File: src/rtl/hazard_forward_unit_pkg.sv
// Shared encodings for the hazard/forwarding unit: operand-mux selects,
// stage-entry bit layout and the stage-priority helper.
package hazard_forward_unit_pkg;

  typedef enum logic [1:0] {
    FWD_RF  = 2'd0,
    FWD_EX  = 2'd1,
    FWD_MEM = 2'd2,
    FWD_WB  = 2'd3
  } fwd_sel_e;

  // Stage entry is packed as {rd, load, rf_e, v}; rd width is set by the user.
  localparam int unsigned ENT_V      = 0;
  localparam int unsigned ENT_RF_E   = 1;
  localparam int unsigned ENT_LOAD   = 2;
  localparam int unsigned ENT_RD     = 3;
  localparam int unsigned ENT_CTRL_W = 3;

  typedef struct packed {
    logic ex;
    logic mem;
    logic wb;
  } stage_hit_t;

  // Youngest producer wins when several stages write the same register.
  function automatic fwd_sel_e fwd_prio(input stage_hit_t hit);
    if (hit.ex)       return FWD_EX;
    else if (hit.mem) return FWD_MEM;
    else if (hit.wb)  return FWD_WB;
    else              return FWD_RF;
  endfunction

endpackage

File: src/rtl/hazard_forward_unit_if.sv
// ID-stage request / forwarding-response bundle between the decode stage
// (master) and the hazard/forwarding unit (slave).
interface hazard_forward_unit_if #(
  parameter int unsigned RA_W      = 4,
  parameter int unsigned NUM_PORTS = 3,
  parameter int unsigned CNT_W     = 16
);

  logic                      id_valid;
  logic [NUM_PORTS*RA_W-1:0] id_rs;
  logic [NUM_PORTS-1:0]      id_rs_used;
  logic [RA_W-1:0]           id_rd;
  logic                      id_rf_e;
  logic                      id_load;
  logic                      flush;
  logic [NUM_PORTS*2-1:0]    fwd_sel;
  logic                      stall;
  logic [CNT_W-1:0]          stall_count;

  modport master (
    output id_valid, id_rs, id_rs_used, id_rd, id_rf_e, id_load, flush,
    input  fwd_sel, stall, stall_count
  );

  modport slave (
    input  id_valid, id_rs, id_rs_used, id_rd, id_rf_e, id_load, flush,
    output fwd_sel, stall, stall_count
  );

endinterface

File: src/rtl/hazard_forward_unit_stage_entry.sv
// One pipeline-stage destination record {rd, load, rf_e, v} with async
// active-low clear; a bubble loads an all-zero (invalid) entry.
module hfu_stage_entry
  import hazard_forward_unit_pkg::*;
#(
  parameter int unsigned RA_W = 4
) (
  input  logic                       clk_i,
  input  logic                       rst_ni,
  input  logic                       bubble_i,
  input  logic [RA_W+ENT_CTRL_W-1:0] ent_d_i,
  output logic [RA_W+ENT_CTRL_W-1:0] ent_q_o
);

  logic [RA_W+ENT_CTRL_W-1:0] ent_q;

  always_ff @(posedge clk_i or negedge rst_ni) begin
    if (!rst_ni) begin
      ent_q <= '0;
    end else if (bubble_i) begin
      ent_q <= '0;
    end else begin
      ent_q <= ent_d_i;
    end
  end

  assign ent_q_o = ent_q;

endmodule

File: src/rtl/hazard_forward_unit.sv
// Data-hazard and forwarding controller for the 5-stage pipeline: EX/MEM/WB
// destination tracking, per-port forward selects, load-use stall and stall counter.
module hazard_forward_unit
  import hazard_forward_unit_pkg::*;
#(
  parameter int unsigned RA_W      = 4,
  parameter int unsigned NUM_PORTS = 3,
  parameter int unsigned PC_REG    = 15,
  parameter int unsigned CNT_W     = 16
) (
  input  logic clk,
  input  logic reset,
  hazard_forward_unit_if.slave hfu
);

  localparam int unsigned ENT_W = RA_W + ENT_CTRL_W;

  logic [ENT_W-1:0]       id_ent;
  logic [ENT_W-1:0]       ex_ent;
  logic [ENT_W-1:0]       mem_ent;
  logic [ENT_W-1:0]       wb_ent;
  logic                   ex_bubble;
  logic                   stall;
  logic [NUM_PORTS-1:0]   load_hit;
  logic [NUM_PORTS*2-1:0] fwd_sel;
  logic [RA_W-1:0]        rs;
  logic                   rs_fwdable;
  stage_hit_t             hit;
  logic [CNT_W-1:0]       stall_cnt_q;
  logic [CNT_W-1:0]       stall_cnt_d;

  function automatic logic produces(input logic [ENT_W-1:0] ent,
                                    input logic [RA_W-1:0]  reg_a);
    return ent[ENT_V] && ent[ENT_RF_E] && (ent[ENT_RD +: RA_W] == reg_a);
  endfunction

  always_comb begin
    id_ent                = '0;
    id_ent[ENT_V]         = 1'b1;
    id_ent[ENT_RF_E]      = hfu.id_rf_e;
    id_ent[ENT_LOAD]      = hfu.id_load;
    id_ent[ENT_RD +: RA_W] = hfu.id_rd;
  end

  // Flush outranks stall; either one turns the EX slot into a bubble.
  assign ex_bubble = !(hfu.id_valid && !stall && !hfu.flush);

  hfu_stage_entry #(.RA_W(RA_W)) u_ex (
    .clk_i    (clk),
    .rst_ni   (reset),
    .bubble_i (ex_bubble),
    .ent_d_i  (id_ent),
    .ent_q_o  (ex_ent)
  );

  hfu_stage_entry #(.RA_W(RA_W)) u_mem (
    .clk_i    (clk),
    .rst_ni   (reset),
    .bubble_i (1'b0),
    .ent_d_i  (ex_ent),
    .ent_q_o  (mem_ent)
  );

  hfu_stage_entry #(.RA_W(RA_W)) u_wb (
    .clk_i    (clk),
    .rst_ni   (reset),
    .bubble_i (1'b0),
    .ent_d_i  (mem_ent),
    .ent_q_o  (wb_ent)
  );

  // Per-port compare and priority; the PC register is never forwarded or stalled on.
  always_comb begin
    fwd_sel    = '0;
    load_hit   = '0;
    rs         = '0;
    rs_fwdable = 1'b0;
    hit        = '0;
    for (int unsigned p = 0; p < NUM_PORTS; p++) begin
      rs         = hfu.id_rs[p*RA_W +: RA_W];
      rs_fwdable = hfu.id_rs_used[p] && (rs != RA_W'(PC_REG));
      hit.ex     = rs_fwdable && produces(ex_ent, rs);
      hit.mem    = rs_fwdable && produces(mem_ent, rs);
      hit.wb     = rs_fwdable && produces(wb_ent, rs);
      fwd_sel[p*2 +: 2] = fwd_prio(hit);
      load_hit[p]       = hit.ex && ex_ent[ENT_LOAD];
    end
  end

  assign stall = hfu.id_valid && !hfu.flush && (|load_hit);

  assign stall_cnt_d = (stall && (stall_cnt_q != '1)) ? stall_cnt_q + 1'b1
                                                      : stall_cnt_q;

  always_ff @(posedge clk or negedge reset) begin
    if (!reset) begin
      stall_cnt_q <= '0;
    end else begin
      stall_cnt_q <= stall_cnt_d;
    end
  end

  assign hfu.fwd_sel     = fwd_sel;
  assign hfu.stall       = stall;
  assign hfu.stall_count = stall_cnt_q;

endmodule

File: src/flat_wrapper.sv
// flat-port wrapper written by rule: the top's interface ports become plain ports
module hazard_forward_unit_flat import hazard_forward_unit_pkg::*;
#(
  parameter int unsigned RA_W      = 4,
  parameter int unsigned NUM_PORTS = 3,
  parameter int unsigned PC_REG    = 15,
  parameter int unsigned CNT_W     = 16
)
  (clk, reset, hfu_id_valid, hfu_id_rs, hfu_id_rs_used, hfu_id_rd, hfu_id_rf_e, hfu_id_load, hfu_flush, hfu_fwd_sel, hfu_stall, hfu_stall_count);
  hazard_forward_unit_if #(.RA_W(RA_W), .NUM_PORTS(NUM_PORTS), .CNT_W(CNT_W)) hfu_i ();
  input  logic clk;
  input  logic reset;
  input wire logic [$bits(hfu_i.id_valid)-1:0] hfu_id_valid;
  input wire logic [$bits(hfu_i.id_rs)-1:0] hfu_id_rs;
  input wire logic [$bits(hfu_i.id_rs_used)-1:0] hfu_id_rs_used;
  input wire logic [$bits(hfu_i.id_rd)-1:0] hfu_id_rd;
  input wire logic [$bits(hfu_i.id_rf_e)-1:0] hfu_id_rf_e;
  input wire logic [$bits(hfu_i.id_load)-1:0] hfu_id_load;
  input wire logic [$bits(hfu_i.flush)-1:0] hfu_flush;
  output wire logic [$bits(hfu_i.fwd_sel)-1:0] hfu_fwd_sel;
  output wire logic [$bits(hfu_i.stall)-1:0] hfu_stall;
  output wire logic [$bits(hfu_i.stall_count)-1:0] hfu_stall_count;
  assign hfu_i.id_valid = hfu_id_valid;
  assign hfu_i.id_rs = hfu_id_rs;
  assign hfu_i.id_rs_used = hfu_id_rs_used;
  assign hfu_i.id_rd = hfu_id_rd;
  assign hfu_i.id_rf_e = hfu_id_rf_e;
  assign hfu_i.id_load = hfu_id_load;
  assign hfu_i.flush = hfu_flush;
  assign hfu_fwd_sel = hfu_i.fwd_sel;
  assign hfu_stall = hfu_i.stall;
  assign hfu_stall_count = hfu_i.stall_count;
  hazard_forward_unit #(.RA_W(RA_W), .NUM_PORTS(NUM_PORTS), .PC_REG(PC_REG), .CNT_W(CNT_W)) u_core (.clk(clk), .reset(reset), .hfu(hfu_i));
endmodule
File: config.mk
export PLATFORM = sky130hd
export DESIGN_NAME = hazard_forward_unit_flat
export DESIGN_NICKNAME = d
export VERILOG_FILES = /design/src/rtl/hazard_forward_unit_pkg.sv /design/src/rtl/hazard_forward_unit_if.sv /design/src/rtl/hazard_forward_unit_stage_entry.sv /design/src/rtl/hazard_forward_unit.sv /design/src/flat_wrapper.sv
export SDC_FILE = /design/constraint.sdc
export NUM_CORES = 1
export LEC_CHECK = 0
export ABC_CLOCK_PERIOD_IN_PS = 2200
export BUFFER_PORTS_ARGS = -buffer_cell sky130_fd_sc_hd__buf_2
export CORE_ASPECT_RATIO = 1.4
export CORE_MARGIN = 2
export CORE_UTILIZATION = 41
export CTS_BUF_LIST = sky130_fd_sc_hd__clkbuf_4 sky130_fd_sc_hd__clkbuf_8 sky130_fd_sc_hd__clkbuf_16
export DETAILED_ROUTE_END_ITERATION = 16
export GPL_TIMING_DRIVEN = 0
export HOLD_SLACK_MARGIN = 0.12
export PLACE_DENSITY_LB_ADDON = 0.15
export SYNTH_ARGS = -nofsm -noshare
export SYNTH_HDL_FRONTEND = slang
export SYNTH_SLANG_ARGS = --single-unit
File: constraint.sdc
create_clock -name clk -period 2.2 [get_ports clk]
set_clock_uncertainty 0.2 [all_clocks]
set_input_delay 0.11 -clock clk [delete_from_list [all_inputs] [get_ports clk]]
set_output_delay 0.11 -clock clk [all_outputs]
set_load 0.05 [all_outputs]
Word level (Yosys, flattened, before mapping)

Cells that the tools add are included.

Bits in writable memories: 0
Flip-flop bits (word level): 37
Memories kept: 0
Latch bits: 0
Memory bits (read-only): 0
Input port bits: 25

Add/subtract/negate cells: 1
Reductions and logical operators: 35
Shift-type cells: 0
Div/mod/pow operators: 0
Multiplexer cells: 10
Eq/ne operators: 13
Bitwise logic cells: 0
Order comparisons: 0
$mul: 0

Operators with widths:

| kind                                           | number |
|---|---|
| == test 4 bit                                  | 9 |
| logical AND 1 bit                              | 32 |
| 2-to-1 mux 2 bit                               | 9 |
| adder 16 x 1 -> 16 bit (second input constant) | 1 |
| != test 16 bit (second input constant)         | 1 |
| != test 4 bit (second input constant)          | 3 |
| 2-to-1 mux 7 bit                               | 1 |
| OR reduction 3 bit                             | 1 |
| logical NOT 1 bit                              | 2 |

Depth between registers and ports, before layout

Depth in word-level cells: 10
Gate-level depth with buffers: 7
Gate-level depth less buffers: 7

Hierarchy

Synthesis repeated with hierarchy kept, for this count alone.

Cells, all modules: 202
Area, all modules: 2,117.0 µm²

Modules (own cells, without submodules):

| module              | area each (µm²) | times used | cells each | seq. area each (µm²) |
|---|---|---|---|---|
| hazard_forward_unit | 1,460.2         | 1          | 160        | 400.4 |
| hfu_stage_entry     | 219.0           | 3          | 14         | 175.2 |

Worst setup path before layout

Ideal clock, no wire load.

Kind: register to register
From: register u_core.stall_cnt_q[0] (netlist: u_core.hfu.stall_count[0])
To: register u_core.stall_cnt_q[14] (netlist: u_core.hfu.stall_count[14])
Clock period less this slack: 2.465 ns
Stages on the path, launching flop included: 8
Library setup time: 0.128 ns
Path slack: -0.265 ns
Required time: 1.872 ns
Data arrival time: 2.138 ns
Path through: dfrtp_1 ha_1 nand3_1 or2_1 nor4_1 nand3_1 nor2_1 mux2_1

Word-level cells in the longest chain between the ends: 2

Ends and longest elaborated chain:

| element                                                        | RTL line                  | RTL |
|---|---|---|
| start: declaration                                             | hazard_forward_unit.sv:29 | `logic [CNT_W-1:0] stall_cnt_q;` |
| start signal: assignment                                       | hazard_forward_unit.sv:99 | `stall_cnt_q <= stall_cnt_d;` |
| branches (longest 2 deep; another with adder 16 x 1 -> 16 bit) | n/a                       |  |

Parallel ways; which one is timed is not known.
A chain may end at the register's enable or synchronous reset.

Worst setup path in the final report

From: register u_core.u_ex.ent_q[5] (netlist: u_core.u_ex.ent_q_o[5])
To: output port hfu_stall

Word-level cells in the longest chain between the ends: 6

Ends and longest elaborated chain:

| element                  | RTL line                              | RTL |
|---|---|---|
| start: declaration       | hazard_forward_unit_stage_entry.sv:15 | `logic [RA_W+ENT_CTRL_W-1:0] ent_q;` |
| start signal: assignment | hazard_forward_unit_stage_entry.sv:23 | `ent_q <= ent_d_i;` |
| == test 4 bit            | hazard_forward_unit.sv:34             | `return ent[ENT_V] && ent[ENT_RF_E] && (ent[ENT_RD +: RA_W] == reg_a);` |
| logical AND 1 bit        | hazard_forward_unit.sv:34             |  |
| logical AND 1 bit        | hazard_forward_unit.sv:82             | `hit.ex = rs_fwdable && produces(ex_ent, rs);` |
| logical AND 1 bit        | hazard_forward_unit.sv:86             | `load_hit[p] = hit.ex && ex_ent[ENT_LOAD];` |
| OR reduction 3 bit *     | hazard_forward_unit.sv:90             | `assign stall = hfu.id_valid && !hfu.flush && (\|load_hit);` |
| logical AND 1 bit *      | hazard_forward_unit.sv:90             |  |
| end: declaration         | flat_wrapper.sv:21                    | `output wire logic [$bits(hfu_i.stall)-1:0] hfu_stall;` |

Every way passes the cells marked *; elsewhere a longest branch is shown, timed or not.

==> results.md <==
* Status: finished, violations left
* Failing checks: setup timing
* Leakage at between 1 and 1.5 nW
* Async S/R FF share, synth at 100%
* Most common cell after layout, fill and taps aside: buf_2
* GR Layer Usage met3 at 4.38%
* Largest net degree at the start of global routing at 36
* Total power at 1.39 mW
* Final Util at about 64%
* Final setup margin at -0.115 ns
* Power per cell area at 480 nW/µm²
* Max Slew Vio Count at 0
* Synth warn at 0
* Die Y at between 80 and 90 µm
* Via count at around 1600
* Max_slew headroom at between 40% and 50%
* CTS Buf Count at 5
* Number of synthesized flops with an enable pin at 0
* DP HPWL at 3110 µm
* Overall die area at 5300 µm²
* Hold Worst Slack at 0.173 ns
* Core area at 4540 µm²
* Mapped cell area at 1940 µm²
* Startpoint Class: flip-flop
* Met2 GRT Util at between 20 and 30%
* Gpl congestion at 0.802
* Worst-Skew Late Latency at 0.29 ns
* RSZ-0062 raised after global routing: yes
* Clock-pin slew on the worst setup and hold paths at 0.07 ns
* Final hold vios at 0
* Nets@finish at 284
* Grt ovf at 0
* CP required at 1.89 ns
* Worst vdd ir at 0.486 mV
* CP Capture Type: output pin
* Max H-tree Level at 2
* CP Max Fanout at 4
* First-pass GRT wire length at 7270 µm
* Routed wire length at 4720 µm
* Critical path's largest stage delay at 0.46 ns
* Synth Register Bits at 35
* Initial antenna violation count at 0
* MaxCap Viol Count at 0
* Syn avg cell area at 10.9 µm²
* I/O Pins at 48
* Clock buffer depth at 2
* Min Tclk post-route at 2.32 ns
* Cell count after synthesis at 178
* Critical path type: reg2out
* Worst path top cell family by delay: simple AND/OR/NAND/NOR gates
* Standard-cell row count at 29
* Layout cells sized above 1 at 51.4%
* Detailed Routing Iterations Pass 1 at 4
* Antenna-violating nets left at 0
* Ant. Diodes at 0
* Critical path arrival at ~2 ns
* Slowest-stage cell, CP: dfrtp_2
* Tightest Pin Transition at about 0.76 ns
* Top FF cell, synth: dfrtp_1
* P&R area growth vs syn at 48.7%
* Starting Density at 42.8%
* Total GRT Usage at 17.8%
* Post-placement cell count at between 200 and 300
* Vias in the first global route at 1516
* Die X at 62.1 µm
* WL per Instance at approximately 15 µm
* Period utilisation layout at 105%
* CTS Root Cell: clkbuf_8
* Drt via density at 5.01
* Post-synth cell types at 34
* Initial DRC Count at 60
* Most frequent cells in the layout: buf_2, xor2_1, dfrtp_1
* Worst hold path class: reg2reg
* Worst path bufs/invs at 2
* Most used routing layer: met2
* CTS tree: built
* DRC violations left at 0
* Met1 Use GR at 21.6%
* Endpoints failing setup at 15
* Critical-path cell list: xnor2_1, nand3_2, nor4_4, o31ai_4, buf_6, nor2_4, buf_8
* I/O Buffers at 47
* Sequential area share after synthesis at 45.2%
* Max Freq at 432 MHz
* Post-Layout Cell Count at 321
* Syn_nets at 204
* Clock Sinks at 35
* Setup TNS Final at -0.701 ns
==> routing by layer <==
metal  share of wire (%)  routed length [µm]
met1                  41                1920
met2                  51                2430
met3                 4.6                 218
met4                 3.3                 158
met5                   0                   0
==> per-stage QoR <==
step | cell area, µm² | worst slack (ns)
2_1_floorplan | 1960 | -0.0605
3_3_place_gp | 2270 | -0.116
3_5_place_dp | 2270 | -0.142
4_1_cts | 2560 | -0.00304
5_1_grt | 2880 | -0.182
6_report | 2880 | -0.115
==> flip-flops by register name, summed over array words and instances, names as in the netlist <==
register / count
u_core.u_mem.ent_q_o: 6
u_core.hfu.stall_count: 16
u_core.u_ex.ent_q_o: 7
u_core.u_wb.ent_q_o: 6
==> repair_timing <==
item	4_1_cts	5_1_grt
endpoints found under the setup margin	25	28
resized for setup	15	48
gates cloned	0	0
pin swaps	5	37
setup buffers	7	12
hold buffers	7	0
hold endpoints to repair	41	0
==> synthesized netlist by cell type (all sizes together) (2+ instances only) <==
cell,n,area [µm²]
and3,2,12.5
xor2,23,201
nand4,8,50.1
nand2,14,52.6
o21bai,2,26.3
nor3,8,75.1
dfrtp,35,876
inv,5,18.8
nand2b,2,12.5
nor4,10,75.1
nor2b,2,12.5
xnor2,24,210
and2,7,43.8
nor2,9,33.8
nand3,10,50.1
mux2,3,33.8
==> cell type report <==
cell class                 instances  area (µm²)
buffer                             1        11.3
sequential                        35         892
clock buffer                       8         104
timing repair buffer              73         512
inverter                           5        18.8
multi-input combinational        137        1270
tap                               62        77.6
fill                             368        1650
==> final timing paths <==
path	start	end	slack (ns)	cells after the start
max	u_core.u_ex.ent_q_o[5]	hfu_stall	-0.12	7
min	u_core.u_mem.ent_q_o[0]	u_core.u_wb.ent_q_o[0]	0.17	0
max reg2reg	u_core.u_ex.ent_q_o[5]	u_core.hfu.stall_count[14]	-0.08	7
min reg2reg	u_core.u_mem.ent_q_o[0]	u_core.u_wb.ent_q_o[0]	0.17	0
max in group asynchronous	reset	u_core.hfu.stall_count[13]	1.03	2
min in group asynchronous	reset	u_core.hfu.stall_count[0]	0.23	2
==> report_power, final <==
group	internal, mW	switching [mW]	leakage [nW]	total (mW)
Clock	0.298	0.227	0.0549	0.525
Combinational	0.0901	0.0942	0.928	0.184
Sequential	0.658	0.0176	0.451	0.675
==> kinds of logic (layout without fill, tap and decap cells) <==
group,count (synthesis),after routing,synth area share [%]
flops,35,35,45.2
simple gates,78,78,24.8
compound gates,8,8,4.84
xor+xnor,47,47,21.2
fa+ha+maj,1,1,0.645
mux,3,3,1.74
buf+inv,6,87,1.55
(Power assumes the default switching activity.)
